==> src/rtl/ultrasonic_scanner.sv <==
// Round-robin multi-channel HC-SR04 ranging controller with built-in microsecond tick.
// Define ULTRASONIC_AVG_EN to report a 4-reading running average per channel.
//
// state     | meaning
// ----------+--------------------------------------------------------------
// S_IDLE    | wait for the slot period to elapse (or first trigger after reset)
// S_TRIG    | drive trig[ch] for TRIG_US ticks
// S_WAIT    | wait for synchronised echo rise, give up at TIMEOUT_US+TRIG_US
// S_MEAS    | count echo width in microseconds
// S_CALC    | convert width to cm, write result, advance channel
// S_FAIL    | flag timeout for the channel, advance channel
module ultrasonic_scanner #(
   parameter int CLK_HZ     = 125_000_000,
   parameter int N_CH       = 4,
   parameter int DIST_W     = 9,
   parameter int SLOT_US    = 60_000,
   parameter int TRIG_US    = 10,
   parameter int TIMEOUT_US = 23_200
) (
   input  logic                                      clk,
   input  logic                                      reset_p,
   input  logic [N_CH-1:0]                           echo,
   output logic [N_CH-1:0]                           trig,
   output logic [N_CH*DIST_W-1:0]                    distance,
   output logic                                      valid,
   output logic [((N_CH > 1) ? $clog2(N_CH) : 1)-1:0] valid_ch,
   output logic [N_CH-1:0]                           timeout
);
   localparam int CH_W   = (N_CH > 1) ? $clog2(N_CH) : 1;
   localparam int DIV    = CLK_HZ / 1_000_000;
   localparam int DIV_W  = (DIV > 1) ? $clog2(DIV) : 1;
   localparam int SLOT_W = $clog2(SLOT_US + TIMEOUT_US + TRIG_US + 1);
   localparam int TRIG_W = $clog2(TRIG_US + 1);
   localparam logic [DIST_W-1:0] DIST_MAX = '1;

   typedef enum logic [5:0] {
      S_IDLE = 6'b000001,
      S_TRIG = 6'b000010,
      S_WAIT = 6'b000100,
      S_MEAS = 6'b001000,
      S_CALC = 6'b010000,
      S_FAIL = 6'b100000
   } state_t;

   state_t              state, state_nxt;
   logic [DIV_W-1:0]    div_cnt;
   logic                usec_tick;
   logic                first;
   logic [CH_W-1:0]     ch;
   logic [SLOT_W-1:0]   slot_us;
   logic [TRIG_W-1:0]   trig_cnt;
   logic [15:0]         echo_us;
   logic [N_CH-1:0]     echo_s1, echo_s2, echo_s3;
   logic                rise_raw, fall_raw, rise, fall, go_trig;
   logic [15:0]         quot;
   logic [DIST_W-1:0]   raw;
   logic [DIST_W-1:0]   dist_r [N_CH];

   // The divider restarts on every trigger so slot and trigger timing are
   // exact multiples of the clock period measured from trigger rise.
   assign usec_tick = (div_cnt == '0);

   always_ff @(posedge clk) begin
      if (reset_p)                    div_cnt <= '0;
      else if (go_trig || usec_tick)  div_cnt <= DIV_W'(DIV - 1);
      else                            div_cnt <= div_cnt - DIV_W'(1);
   end

   always_ff @(posedge clk) begin
      if (reset_p) begin
         echo_s1 <= '0;
         echo_s2 <= '0;
         echo_s3 <= '0;
      end else begin
         echo_s1 <= echo;
         echo_s2 <= echo_s1;
         echo_s3 <= echo_s2;
      end
   end

   assign rise_raw = echo_s2[ch] & ~echo_s3[ch];
   assign fall_raw = ~echo_s2[ch] & echo_s3[ch];
   assign rise     = rise_raw & ~fall_raw;
   assign fall     = fall_raw & ~rise_raw;

   assign go_trig = (state == S_IDLE) &&
                    (first || (usec_tick && slot_us >= SLOT_W'(SLOT_US - 1)));

   always_ff @(posedge clk) begin
      if (reset_p) state <= S_IDLE;
      else         state <= state_nxt;
   end

   always_comb begin
      state_nxt = state;
      case (state)
         S_IDLE: if (go_trig) state_nxt = S_TRIG;
         S_TRIG: if (usec_tick && trig_cnt == TRIG_W'(1)) state_nxt = S_WAIT;
         S_WAIT: begin
            if (rise)                                          state_nxt = S_MEAS;
            else if (slot_us >= SLOT_W'(TIMEOUT_US + TRIG_US)) state_nxt = S_FAIL;
         end
         S_MEAS: begin
            if (fall)                                state_nxt = S_CALC;
            else if (echo_us >= 16'(TIMEOUT_US))     state_nxt = S_FAIL;
         end
         S_CALC:  state_nxt = S_IDLE;
         S_FAIL:  state_nxt = S_IDLE;
         default: state_nxt = S_IDLE;
      endcase
   end

   always_ff @(posedge clk) begin
      if (reset_p) begin
         first    <= 1'b1;
         ch       <= '0;
         slot_us  <= '0;
         trig_cnt <= '0;
         echo_us  <= '0;
      end else begin
         if (go_trig) begin
            first    <= 1'b0;
            slot_us  <= '0;
            trig_cnt <= TRIG_W'(TRIG_US);
         end else begin
            if (usec_tick && slot_us != '1)      slot_us  <= slot_us + SLOT_W'(1);
            if (state == S_TRIG && usec_tick)    trig_cnt <= trig_cnt - TRIG_W'(1);
         end
         if (state == S_WAIT && rise)
            echo_us <= '0;
         else if (state == S_MEAS && usec_tick && echo_us != '1)
            echo_us <= echo_us + 16'd1;
         if (state == S_CALC || state == S_FAIL)
            ch <= (ch == CH_W'(N_CH - 1)) ? '0 : ch + CH_W'(1);
      end
   end

   assign quot = echo_us / 16'd58;
   assign raw  = (quot > 16'(DIST_MAX)) ? DIST_MAX : quot[DIST_W-1:0];

`ifdef ULTRASONIC_AVG_EN
   // Only the three previous readings are stored; the fourth is the new one.
   logic                pend;
   logic [CH_W-1:0]     pend_ch;
   logic [DIST_W-1:0]   pend_raw;
   logic [DIST_W-1:0]   hist [N_CH][3];
   logic [N_CH-1:0]     hist_ok;
   logic [DIST_W+1:0]   avg_sum;

   assign avg_sum = (DIST_W+2)'(pend_raw) + (DIST_W+2)'(hist[pend_ch][0]) +
                    (DIST_W+2)'(hist[pend_ch][1]) + (DIST_W+2)'(hist[pend_ch][2]);

   always_ff @(posedge clk) begin
      if (reset_p) begin
         valid    <= 1'b0;
         valid_ch <= '0;
         timeout  <= '0;
         pend     <= 1'b0;
         pend_ch  <= '0;
         pend_raw <= '0;
         hist_ok  <= '0;
         for (int k = 0; k < N_CH; k++) begin
            dist_r[k] <= '0;
            for (int j = 0; j < 3; j++) hist[k][j] <= '0;
         end
      end else begin
         valid <= 1'b0;
         pend  <= (state == S_CALC);
         if (state == S_CALC) begin
            pend_ch  <= ch;
            pend_raw <= raw;
         end
         if (pend) begin
            if (hist_ok[pend_ch]) begin
               dist_r[pend_ch]  <= avg_sum[DIST_W+1:2];
               hist[pend_ch][2] <= hist[pend_ch][1];
               hist[pend_ch][1] <= hist[pend_ch][0];
               hist[pend_ch][0] <= pend_raw;
            end else begin
               dist_r[pend_ch]  <= pend_raw;
               for (int j = 0; j < 3; j++) hist[pend_ch][j] <= pend_raw;
               hist_ok[pend_ch] <= 1'b1;
            end
            timeout[pend_ch] <= 1'b0;
            valid            <= 1'b1;
            valid_ch         <= pend_ch;
         end else if (state == S_FAIL) begin
            timeout[ch] <= 1'b1;
            valid       <= 1'b1;
            valid_ch    <= ch;
         end
      end
   end
`else
   always_ff @(posedge clk) begin
      if (reset_p) begin
         valid    <= 1'b0;
         valid_ch <= '0;
         timeout  <= '0;
         for (int k = 0; k < N_CH; k++) dist_r[k] <= '0;
      end else begin
         valid <= 1'b0;
         if (state == S_CALC) begin
            dist_r[ch]  <= raw;
            timeout[ch] <= 1'b0;
            valid       <= 1'b1;
            valid_ch    <= ch;
         end else if (state == S_FAIL) begin
            timeout[ch] <= 1'b1;
            valid       <= 1'b1;
            valid_ch    <= ch;
         end
      end
   end
`endif

   always_comb begin
      trig = '0;
      if (state == S_TRIG) trig[ch] = 1'b1;
   end

   for (genvar k = 0; k < N_CH; k++) begin : g_dist
      assign distance[k*DIST_W +: DIST_W] = dist_r[k];
   end

endmodule

==> config.mk <==
export PLATFORM = sky130hd
export DESIGN_NAME = ultrasonic_scanner
export DESIGN_NICKNAME = d
export VERILOG_FILES = /design/src/rtl/ultrasonic_scanner.sv
export SDC_FILE = /design/constraint.sdc
export NUM_CORES = 1
export LEC_CHECK = 0
export ABC_AREA = 1
export CORE_MARGIN = 2
export CORE_UTILIZATION = 37
export CTS_CLUSTER_DIAMETER = 150
export CTS_CLUSTER_SIZE = 8
export DETAILED_ROUTE_END_ITERATION = 7
export GPL_TIMING_DRIVEN = 0
export HOLD_SLACK_MARGIN = 0.12
export PLACE_DENSITY = 0.6
export SLEW_MARGIN = 20
export SYNTH_ARGS = -nofsm -noshare
export SYNTH_HDL_FRONTEND = slang
export SYNTH_SLANG_ARGS = --single-unit
==> constraint.sdc <==
create_clock -name clk -period 13.52 [get_ports clk]
set_clock_uncertainty 0.15 [all_clocks]
set_input_delay 2.028 -clock clk [delete_from_list [all_inputs] [get_ports clk]]
set_output_delay 2.028 -clock clk [all_outputs]
set_load 0.005 [all_outputs]
==> results.py <==
metrics = {
    "outcome": {
        "status": "finished clean",
    },
    "clock_tree": {
        "cts_root_buf": "clkbuf_16",
        "numCtsBuffers": 9,
        "cts_tree": "done",
        "clkSinkCount": 108,
        "clock_latency_ns": 0.35,
        "cts_resized": 0,
        "clkTransAtPathRegs_ns": 0.07,
        "cts_max_path_buffers": 2,
        "hold_buffers": 0,
        "cts-htree-levels": 3,
        "post_cts.repair.setup_buffers": 0,
    },
    "job": {
        "maxCapViolCount": 0,
    },
    "worst_setup_path": {
        "setup.worst_path.start": "echo_us[13]",
        "crit_path_max_incr_delay_ns": 0.39,
        "cp_num_cells": 45,
        "endpoint_kind": "flip-flop",
        "worstSetupPathType": "reg2reg",
        "reg2reg_to": "dist_r[3][0]",
        "rr_worst_depth": 45,
        "rr_startpoint": "echo_us[13]",
        "start_kind": "flip-flop",
        "path_max_fanout": 7,
        "crit_family": "simple AND/OR/NAND/NOR gates",
        "endpoint": "dist_r[3][0]",
        "slowest_stage": "dfxtp_1",
        "worst_ep_arrival_time_ns": 5.50,
        "reg2reg_slack_ns": 7.96,
        "cp.required_ns": 13.46,
        "cp_num_buf_inv": 3,
    },
    "placement": {
        "place_ws_ns": 7.949,
        "gp_congestion": 0.8269,
        "dp_cells": 1130,
        "portBuffers": 52,
        "dp_hpwl_um": 10070,
    },
    "floorplan": {
        "coreArea_um2": 16580,
        "io_pins": 53,
        "die_h_um": 134.0,
        "rows": 47,
        "start_util_pct": 37.72,
        "fp.dieW_um": 134.0,
        "die_area_um2": 17960,
    },
    "pwr": {
        "pwr-share-seq_pct": 48.1,
        "intPower_uw": 562.9,
        "p_clk_share_pct": 37.9,
        "switchingPower_uw": 201.1,
        "p_sw_share_pct": 26.32,
        "power.density_nw_per_um2": 103.5,
        "ir_drop_uv": 70.65,
        "p_leak_uw": 0.003274,
        "comb_power_share_pct": 14.0,
    },
    "synth": {
        "ys_seq_elements": 108,
        "ys_types": 41,
        "netlist_top_cells_area": "dfxtp_1 (23%), edfxtp_1 (17%), nand2_1 (11%)",
        "syn-cell-area_um2": 6255,
        "ys_warn_count": 0,
        "yosysTopAreaCell": "dfxtp_1",
        "syn_area_per_cell_um2": 7.290,
        "syn_nets": 877,
        "synth_top_area_share_pct": 23.04,
        "seq_area_frac_synth_pct": 40.33,
        "synth_cells": 858,
    },
    "final_layout": {
        "area_delta_synth_final_pct": 18.04,
        "num_antenna_cells": 0,
        "final_cell_mix": "nand2_1 (184), inv_1 (148), nor2_1 (78)",
        "regArea_um2": 2522,
        "final_common_cell": "nand2_1",
        "nets": 940,
        "drive_above_1_share_pct": 10.58,
        "multi_input_area_um2": 3093,
        "utilization_pct": 44.52,
        "instances_no_fill": 1146,
        "fillers": 1688,
    },
    "route": {
        "routed_wl_um": 13090,
        "first_pass_iters": 4,
        "route.detailed.drc": 0,
        "via_per_inst": 4.661,
        "wl_per_cell_um": 11.42,
        "wirelength_met1_um": 6530,
        "wl_met2_um": 5927,
        "wl_met3_um": 465,
        "highest_layer": "met4",
        "drt_iter0_markers": 304,
        "via_count": 5341,
        "drt.antenna.violating_nets": 0,
    },
    "worst_hold_path": {
        "hold_path.class": "reg2reg",
        "min_from": "echo_s1[3]",
        "min_path_cells": 2,
    },
    "sta": {
        "timing.fmax_mhz": 179.8,
        "slew_violations": 0,
        "fin_crit_sh_pct": 41.13,
        "tightest_slew_ns": 0.8175,
        "max-slew-margin-rel_pct": 45.00,
        "finalSetupViolCount": 0,
        "finalHoldWorstSlack_ns": 0.2530,
        "setup_slack_ns": 7.959,
        "tns_ns": 0,
        "final-hold-violation-count": 0,
        "rsz0062_at_grt": "false",
        "layout_min_cycle_time_ns": 5.561,
    },
    "global_route": {
        "antenna_found_initial": 0,
        "grt_pass1_vias": 4956,
        "grt_use_total_pct": 15.22,
        "grt_max_degree": 20,
        "overflow": 0,
        "grt_pass1_wl_um": 22740,
    },
}
[state kept, by name, indices dropped and copies added, names as in the netlist, 6 cells and up, named ones only]
| signal | count |
|---|---|
| slot_us | 17 |
| echo_us | 16 |
| dist_r | 36 |
| div_cnt | 7 |
| state | 6 |
[worst reg2reg max path, delay by kind of cell (launching register included)]
kind	cells	cell delay, ns
simple gates	38	3.88
compound gates	4	0.63
flops	1	0.39
buf+inv	3	0.28
[layer usage]
metal | vias up | track usage [%]
met5 | - | 0
met4 | 0 | 3.450
met3 | 14 | 2.759
met2 | 77 | 25.78
met1 | 2359 | 20.29
li1 | 2891 | -
[cell usage after synthesis, drive strengths merged]
master / number
nand4: 16
xnor2: 2
a31oi: 8
o211ai: 5
edfxtp: 36
nand3: 70
or2: 7
a21o: 1
dfxtp: 72
a2111oi: 1
inv: 156
ha: 13
nand2: 226
nor3b: 9
a21oi: 41
clkbuf: 9
a211oi: 4
o2111ai: 3
o21ai: 28
o21bai: 3
and2: 2
nor4: 5
buf: 1
nor3: 19
o221ai: 1
clkinv: 4
o311ai: 2
nor2: 92
nand3b: 3
xor2: 19
[worst min-delay path by stage]
stage / end / slack (ns)
floorplan: echo_s2[0] / 0.24
global placement: echo_s2[1] / 0.25
detailed placement: echo_s2[3] / 0.25
CTS: echo_s2[3] / 0.26
global route: echo_s2[3] / 0.28
finish: echo_s2[3] / 0.25
[cell families (layout without fill, tap and decap cells)]
| logic type | Yosys count | after routing | share of synthesized area [%] |
|---|---|---|---|
| adders and majority gates | 13 | 13 | 2.601 |
| AOI/OAI and AO/OA | 97 | 97 | 8.982 |
| DFF | 108 | 108 | 40.33 |
| xor gates and xnor gates | 21 | 21 | 2.941 |
| and+or+nand+nor | 449 | 449 | 34.93 |
| buffers and inverters | 170 | 238 | 10.22 |
[metrics by stage]
| step | instance area [µm²] | power [µW] |
|---|---|---|
| floorplan | 6255 | 448.4 |
| global placement | 7051 | 481.0 |
| detailed placement | 7051 | 482.4 |
| CTS | 7383 | 772.5 |
| global route | 7383 | 802.7 |
| finish | 7383 | 764.0 |
[power by group through the flow]
stage	logic (µW)	registers (µW)	clock network (µW)
4_1_cts	108	368	297
5_1_grt	123	371	309
3_5_place_dp	107	375	0
3_3_place_gp	106	375	0
2_1_floorplan	74.7	374	0
6_report	107	368	290
[area by class of cell]
cell class | instances | area share (%)
Buffer | 10 | 0.5084
Clock buffer | 9 | 3.050
Clock inverter | 7 | 1.457
Inverter | 160 | 8.151
Multi-Input combinational cell | 580 | 41.89
Sequential cell | 108 | 34.16
Tap cell | 220 | 3.728
Timing Repair Buffer | 52 | 7.050
(Power assumes the default switching activity.)
